### src/rtl/sr_cond_pkg.sv
// Shared types for the SR input conditioner: FSM state encoding and debounce counter width.
package sr_cond_pkg;
  localparam int CNT_W = 8;
  localparam int PCNT_W = 4;

  typedef enum logic [1:0] {
    IDLE     = 2'd0,
    SET_P    = 2'd1,
    RST_P    = 2'd2,
    WAIT_REL = 2'd3
  } state_e;
endpackage

### src/rtl/sr_debounce.sv
// One input channel: 2-flop synchronizer followed by a consecutive-sample debouncer.
module sr_debounce
  import sr_cond_pkg::*;
#(
  parameter int DEBOUNCE_CYCLES = 4
) (
  input  logic clk,
  input  logic rst_n,
  input  logic raw_i,
  output logic stb_o
);
  logic             sync1_q, sync2_q;
  logic             stb_q, stb_d;
  logic [CNT_W-1:0] cnt_q, cnt_d;

  always_ff @(posedge clk or negedge rst_n) begin
    if (!rst_n) begin
      sync1_q <= 1'b0;
      sync2_q <= 1'b0;
      stb_q   <= 1'b0;
      cnt_q   <= '0;
    end else begin
      sync1_q <= raw_i;
      sync2_q <= sync1_q;
      stb_q   <= stb_d;
      cnt_q   <= cnt_d;
    end
  end

  // Any sample that agrees with the current level restarts the count.
  always_comb begin
    stb_d = stb_q;
    cnt_d = '0;
    if (sync2_q != stb_q) begin
      if (cnt_q == CNT_W'(DEBOUNCE_CYCLES - 1)) begin
        stb_d = sync2_q;
      end else begin
        cnt_d = cnt_q + 1'b1;
      end
    end
  end

  assign stb_o = stb_q;
endmodule

### src/rtl/sr_input_cond.sv
// Debounces set/reset requests and emits mutually exclusive s/r pulses for a downstream SR latch.
// Define SR_SET_PRIORITY_EN to let set win when both requests arrive together.
module sr_input_cond
  import sr_cond_pkg::*;
#(
  parameter int DEBOUNCE_CYCLES = 4,
  parameter int PULSE_LEN       = 1
) (
  input  logic clk,
  input  logic rst_n,
  input  logic s_raw,
  input  logic r_raw,
  output logic s,
  output logic r,
  output logic busy,
  output logic conflict
);
  logic s_stb, r_stb;
  state_e state_q, state_d;
  logic [PCNT_W-1:0] pcnt_q, pcnt_d;
  logic s_q, s_d, r_q, r_d, busy_q, busy_d, conf_q, conf_d;

  sr_debounce #(.DEBOUNCE_CYCLES(DEBOUNCE_CYCLES)) u_db_s (
    .clk(clk), .rst_n(rst_n), .raw_i(s_raw), .stb_o(s_stb)
  );
  sr_debounce #(.DEBOUNCE_CYCLES(DEBOUNCE_CYCLES)) u_db_r (
    .clk(clk), .rst_n(rst_n), .raw_i(r_raw), .stb_o(r_stb)
  );

  always_ff @(posedge clk or negedge rst_n) begin
    if (!rst_n) begin
      state_q <= IDLE;
      pcnt_q  <= '0;
      s_q     <= 1'b0;
      r_q     <= 1'b0;
      busy_q  <= 1'b0;
      conf_q  <= 1'b0;
    end else begin
      state_q <= state_d;
      pcnt_q  <= pcnt_d;
      s_q     <= s_d;
      r_q     <= r_d;
      busy_q  <= busy_d;
      conf_q  <= conf_d;
    end
  end

  always_comb begin
    state_d = state_q;
    pcnt_d  = '0;
    unique case (state_q)
      IDLE: begin
        if (s_stb && r_stb) begin
`ifdef SR_SET_PRIORITY_EN
          state_d = SET_P;
`else
          state_d = WAIT_REL;
`endif
        end else if (s_stb) begin
          state_d = SET_P;
        end else if (r_stb) begin
          state_d = RST_P;
        end
      end
      SET_P, RST_P: begin
        if (pcnt_q == PCNT_W'(PULSE_LEN - 1)) state_d = WAIT_REL;
        else pcnt_d = pcnt_q + 1'b1;
      end
      WAIT_REL: begin
        if (!s_stb && !r_stb) state_d = IDLE;
      end
      default: state_d = IDLE;
    endcase
  end

  // Outputs are decoded from the next state so they land in flops aligned with the state.
  always_comb begin
    s_d    = (state_d == SET_P);
    r_d    = (state_d == RST_P);
    busy_d = (state_d != IDLE);
    conf_d = (state_q == IDLE) && s_stb && r_stb;
  end

  assign s        = s_q;
  assign r        = r_q;
  assign busy     = busy_q;
  assign conflict = conf_q;
endmodule

### config.mk
export PLATFORM = sky130hd
export DESIGN_NAME = sr_input_cond
export DESIGN_NICKNAME = d
export VERILOG_FILES = /design/src/rtl/sr_cond_pkg.sv /design/src/rtl/sr_debounce.sv /design/src/rtl/sr_input_cond.sv
export SDC_FILE = /design/constraint.sdc
export NUM_CORES = 1
export LEC_CHECK = 0
export BUFFER_PORTS_ARGS = -buffer_cell sky130_fd_sc_hd__buf_2
export CAP_MARGIN = 10
export CORE_UTILIZATION = 45
export DETAILED_ROUTE_END_ITERATION = 8
export RECOVER_POWER = 100
export SYNTH_ARGS = -nofsm -noshare
export SYNTH_HDL_FRONTEND = slang
export SYNTH_SLANG_ARGS = --single-unit
### constraint.sdc
create_clock -name clk -period 1.6 [get_ports clk]
set_input_delay 0.08 -clock clk [delete_from_list [all_inputs] [get_ports clk]]
set_output_delay 0.08 -clock clk [all_outputs]
set_load 0.01 [all_outputs]
Word-level counts from Yosys, hierarchy flattened
Cells that the tools add are included.
W data, S select, Z words.

word-level totals
  flip-flop bits (word level) = 32
  logic and storage cells = 50
  output and inout port bits = 4
  input bits = 4

cells by class
  multiplexer cells = 12
  add/sub/neg operators = 3
  reductions and logical operators = 12
  eq/ne operators = 9

operators by type and width
  kind                   count
  $mux W8                4
  $add A8 B1 Y8 const B  2
  $eq A8 B2 Y1 const B   2
  $mux W2                5
  $mux W4                2
  $eq A2 B2 Y1 const B   3
  $pmux W2 S3            1
  $add A4 B1 Y4 const B  1
  $eq A2 B1 Y1 const B   2
  $logic_and A1 B1 Y1    4
  $logic_not A4 Y1       1
  $reduce_and A2 Y1      2
  $logic_not A1 Y1       2
  $logic_not A2 Y1       1
  $ne A1 B1 Y1           2
  $reduce_bool A2 Y1     1
  $reduce_or A2 Y1       1

Logic depth before layout (Yosys ltp)
  word-level depth = 5
  depth in mapped cells = 6
  gate-level depth less buffers = 5

Hierarchy
A second synthesis with hierarchy kept.

unflattened totals
  cell total of the unflattened synthesis = 136
  area total of the unflattened synthesis = 1535.2 um^2

modules (own cells, without submodules)
  module         sequential area each (um^2)  instances  cells an instance  area an instance (um^2)
  sr_debounce    275.3                        2          44                 493.0
  sr_input_cond  250.2                        1          48                 549.3

Least setup slack after synthesis
Ideal clock, no wire load.

  kind = register to register
  from = register state_q[0]
  to = register s_q (netlist: s)
  required time = 1500 ps
  library setup time = 100 ps
  path slack = -113 ps
  data arrival time = 1613 ps
  path buffers = 1
  clock period less this slack = 1713 ps
  stages on the path, launching flop included = 7
  cells stage by stage = dfrtp_1 -> inv_1 -> ha_1 -> clkbuf_1 -> and4bb_2 -> o221ai_1 -> nor4bb_1

between the ends
  longest elaborated chain between the ends = 5
  elaborated cells between the ends (all ways) = 12
  classes of those cells = eq/ne: 4; mux: 6; reduce/logical: 2

ends and longest elaborated chain
  what                    RTL line             RTL
  from (decl)             sr_input_cond.sv:19  state_e state_q, state_d;
  from (signal assigned)  sr_input_cond.sv:39  state_q <= state_d;
  $mux W2                 sr_input_cond.sv:61  end else if (r_stb) begin
  $mux W2                 sr_input_cond.sv:59  end else if (s_stb) begin
  $mux W2                 sr_input_cond.sv:53  if (s_stb && r_stb) begin
  $pmux W2 S3 (*)         sr_input_cond.sv:51  unique case (state_q)
  $eq A2 B1 Y1 (*)        sr_input_cond.sv:78  s_d = (state_d == SET_P);
  via s_d                 sr_input_cond.sv:21  logic s_q, s_d, r_q, r_d, busy_q, busy_d, conf_q, conf_d;
  to (signal assigned)    sr_input_cond.sv:34  s_q <= 1'b0;
  to (signal assigned)    sr_input_cond.sv:41  s_q <= s_d;
  to (decl)               sr_input_cond.sv:21

The timed path passes the listed nets; every way through them passes the cells marked *.
A chain may end at the register's enable or synchronous reset.

Worst setup path in the final report
  from = register state_q[1]
  to = register r_q (netlist: r)

between the ends
  longest elaborated chain between the ends = 5
  elaborated cells between the ends (all ways) = 12
  classes of those cells = eq/ne: 4; mux: 6; reduce/logical: 2

ends and longest elaborated chain
  what                  RTL line             RTL
  $mux W2               sr_input_cond.sv:61
  $mux W2               sr_input_cond.sv:59
  $mux W2               sr_input_cond.sv:53
  $pmux W2 S3 (*)       sr_input_cond.sv:51
  $eq A2 B2 Y1 (*)      sr_input_cond.sv:79  r_d = (state_d == RST_P);
  via r_d               sr_input_cond.sv:21
  to (signal assigned)  sr_input_cond.sv:42  r_q <= r_d;
  to (decl)             sr_input_cond.sv:21

Marks and branches as above.

==> out/results.tsv <==
metric	value	unit
status	complete, no violations	
fp.coreArea	3128	µm²
highest_layer	met4	
port-buffer-count	7	
skew	0.009114	ns
cts.clk_slew.worst_paths	0.10	ns
synth.net_count	156	
cts_buffers	5	
dp_hpwl	1901	µm
ys_async_sr_fraction	100.0	%
fmax	632.9	MHz
die_area	3629	µm²
cts_tree	yes	
drt_iter0_markers	62	
grt_first_pass_wirelength	4671	µm
clock_sinks	32	
critPathLaunchType	flop	
ioPinCount	8	
num_rows	20	
critPathCaptureType	flop	
die_y	60.24	µm
ys_ff_latch	32	
grt-ovfl-total	0	
synth_seq_area_share	52.46	%
track_usage	18.16	%
ys_warn_count	0	
multiInputGateArea	715.7	µm²
relSlewSlack	47.34	%
met1Wirelength	1334	µm
wire_per_inst	13.35	µm
dr_wl_met2	1264	µm
final_layout_size_suffix_gt1_share	16.77	%
fp.dieW	60.24	µm
leakage	0.8321	nW
cap_viol_max_count	0	
worstPathMaxFanout	5	
synth.avg_cell_area	10.46	µm²
finalCritPeriodShare	98.75	%
insertion_delay	0.34	ns
area_growth	17.30	%
setup_ws	0.01998	ns
clock-root-buffer	clkbuf_4	
synth_ff_type	dfrtp_1	
final_cell_area	1790	µm²
worst_slew_pin_slew	0.7900	ns
netlist_area	1526	µm²
dp_slack	-0.001261	ns
totalWireLength	2817	µm
required	1.83	ns
n_fill_cell	280	
setup_tns	0	ns
synth_edf_count	0	
post-cts-setup-buffers	0	
drt-pass1-iter-count	4	
route.antenna.remaining_nets	0	
holdCritPathClass	input pin to async pin	
place.gp.congestion	0.7772	
critPathArrivalTime	1.81	ns
layoutNonFillerInstCount	211	
setup_violations	0	
grt_max_degree	33	
synth_cell_type_count	36	
start_util	48.80	%
power.density	1561	nW/µm²
clockBufferDepth	2	
num_vias	1124	
final_nets	177	
viasPerCell	5.327	
place_inst	201	
maxSlewViolCount	0	
diodes	0	
finalHoldViolCount	0	
irDropWorstVdd	0.8516	mV
antenna_found_initial	0	
grt_pass1_vias	1078	
htreeDepth	2	
final-seq-area	800.8	µm²
postPlaceCellArea	1668	µm²
worst-setup-path-type	flop to flop	
post-route-min-period	1.580	ns
hold_ws	0.3461	ns
dr_wl_met3	168	µm
synthCells	146	
drc	0	
cells in the mapped netlist, drive strengths merged, types with 2 or more instances:
| library cell | number | area (µm²) |
|---|---|---|
| a21oi | 8 | 40.04 |
| and2 | 3 | 18.77 |
| clkbuf | 4 | 15.01 |
| dfrtp | 32 | 800.8 |
| ha | 6 | 75.07 |
| inv | 11 | 41.29 |
| mux2 | 2 | 22.52 |
| nand2 | 7 | 26.28 |
| nand3 | 9 | 45.04 |
| nand4 | 2 | 12.51 |
| nor2 | 10 | 37.54 |
| nor2b | 2 | 12.51 |
| nor3 | 3 | 20.02 |
| o21a | 2 | 15.01 |
| o21ai | 10 | 50.05 |
| o21bai | 2 | 15.01 |
| o221ai | 2 | 17.52 |
| or3 | 8 | 50.05 |
| xnor2 | 4 | 35.03 |
| xor2 | 5 | 43.79 |
layout by cell type (no fill, tap or decap), drive strengths merged, types with 2 or more instances in the layout:
master,count
nor2b,2
clkbuf,14
xnor2,4
buf,8
dlygate4sd3,3
o21ai,10
ha,6
nor2,10
mux2,2
and2,3
dfrtp,32
or3,8
o21a,2
nand3,9
nor3,3
nand4,2
xor2,5
a21oi,8
o21bai,2
inv,11
nand2,7
o221ai,2
final cells by class:
class | instances | share of cell area (%)
Clock buffer | 7 | 3.634
Multi-Input combinational cell | 99 | 39.97
Tap cell | 44 | 3.075
Sequential cell | 32 | 44.72
Inverter | 11 | 2.306
Timing Repair Buffer | 18 | 6.289
critical path, stage by stage, from the launching register on:
cell	delay [ns]
dfrtp_1	0.40
buf_4	0.16
ha_2	0.17
or3_1	0.38
a21bo_2	0.19
and4b_1	0.18
where the power goes:
part           total (W)  switching, W  leakage [nW]  internal [W]
registers        0.00111      0.000157         0.423      0.000951
clock network   0.000513      0.000264        0.0374      0.000249
logic            0.00117      0.000608         0.372      0.000566
path summary, 6_finish.rpt:
path                       slack, ns                        end                     start  cells after the start
min                             0.35  u_db_s.cnt_q[5]$_DFF_PN0_                     rst_n                      2
max in group asynchronous       0.75  u_db_r.cnt_q[5]$_DFF_PN0_                     rst_n                      2
max reg2reg                     0.02                r$_DFF_PN0_      state_q[1]$_DFF_PN0_                      5
min in group clk                0.36   u_db_r.sync2_q$_DFF_PN0_  u_db_r.sync1_q$_DFF_PN0_                      0
max                             0.02                r$_DFF_PN0_      state_q[1]$_DFF_PN0_                      5
min reg2reg                     0.36   u_db_r.sync2_q$_DFF_PN0_  u_db_r.sync1_q$_DFF_PN0_                      0
metal layers:
metal | vias up | GRT usage, %
met3 | 7 | 6.710
met5 | - | 0
li1 | 553 | -
met4 | 0 | 7.973
met2 | 25 | 27.32
met1 | 539 | 23.24
what timing repair did:
item                                    CTS  global route
resized for setup                         2             5
hold buffers                              3             0
endpoints found under the setup margin    2            10
pin swaps                                 0             2
hold endpoints to repair                 34             0
cells by family (layout without fill, tap and decap cells):
| group | count (synthesis) | after routing | synth area share [%] |
|---|---|---|---|
| simple gates | 51 | 51 | 18.85 |
| compound gates | 31 | 31 | 13.44 |
| flops | 32 | 32 | 52.46 |
| mux | 2 | 2 | 1.475 |
| buf+inv | 15 | 36 | 3.688 |
| xor+xnor | 9 | 9 | 5.164 |
| fa+ha+maj | 6 | 6 | 4.918 |
metrics by stage:
step                      power [W]  util (%)
after CTS                  0.002762     56.96
after detailed placement   0.002158     53.32
after global placement     0.002136     53.32
final                      0.002794     57.24
after global routing       0.003027     57.24
after floorplan            0.001851         -
sequential cells by signal, indices dropped and copies added, names as in the netlist:
register / flops
u_db_s.sync2_q: 1
u_db_s.sync1_q: 1
u_db_r.sync2_q: 1
u_db_s.stb_o: 1
pcnt_q: 4
u_db_s.cnt_q: 8
state_q: 2
conflict: 1
u_db_r.cnt_q: 8
u_db_r.stb_o: 1
busy: 1
u_db_r.sync1_q: 1
s: 1
r: 1
(Power assumes the default switching activity.)
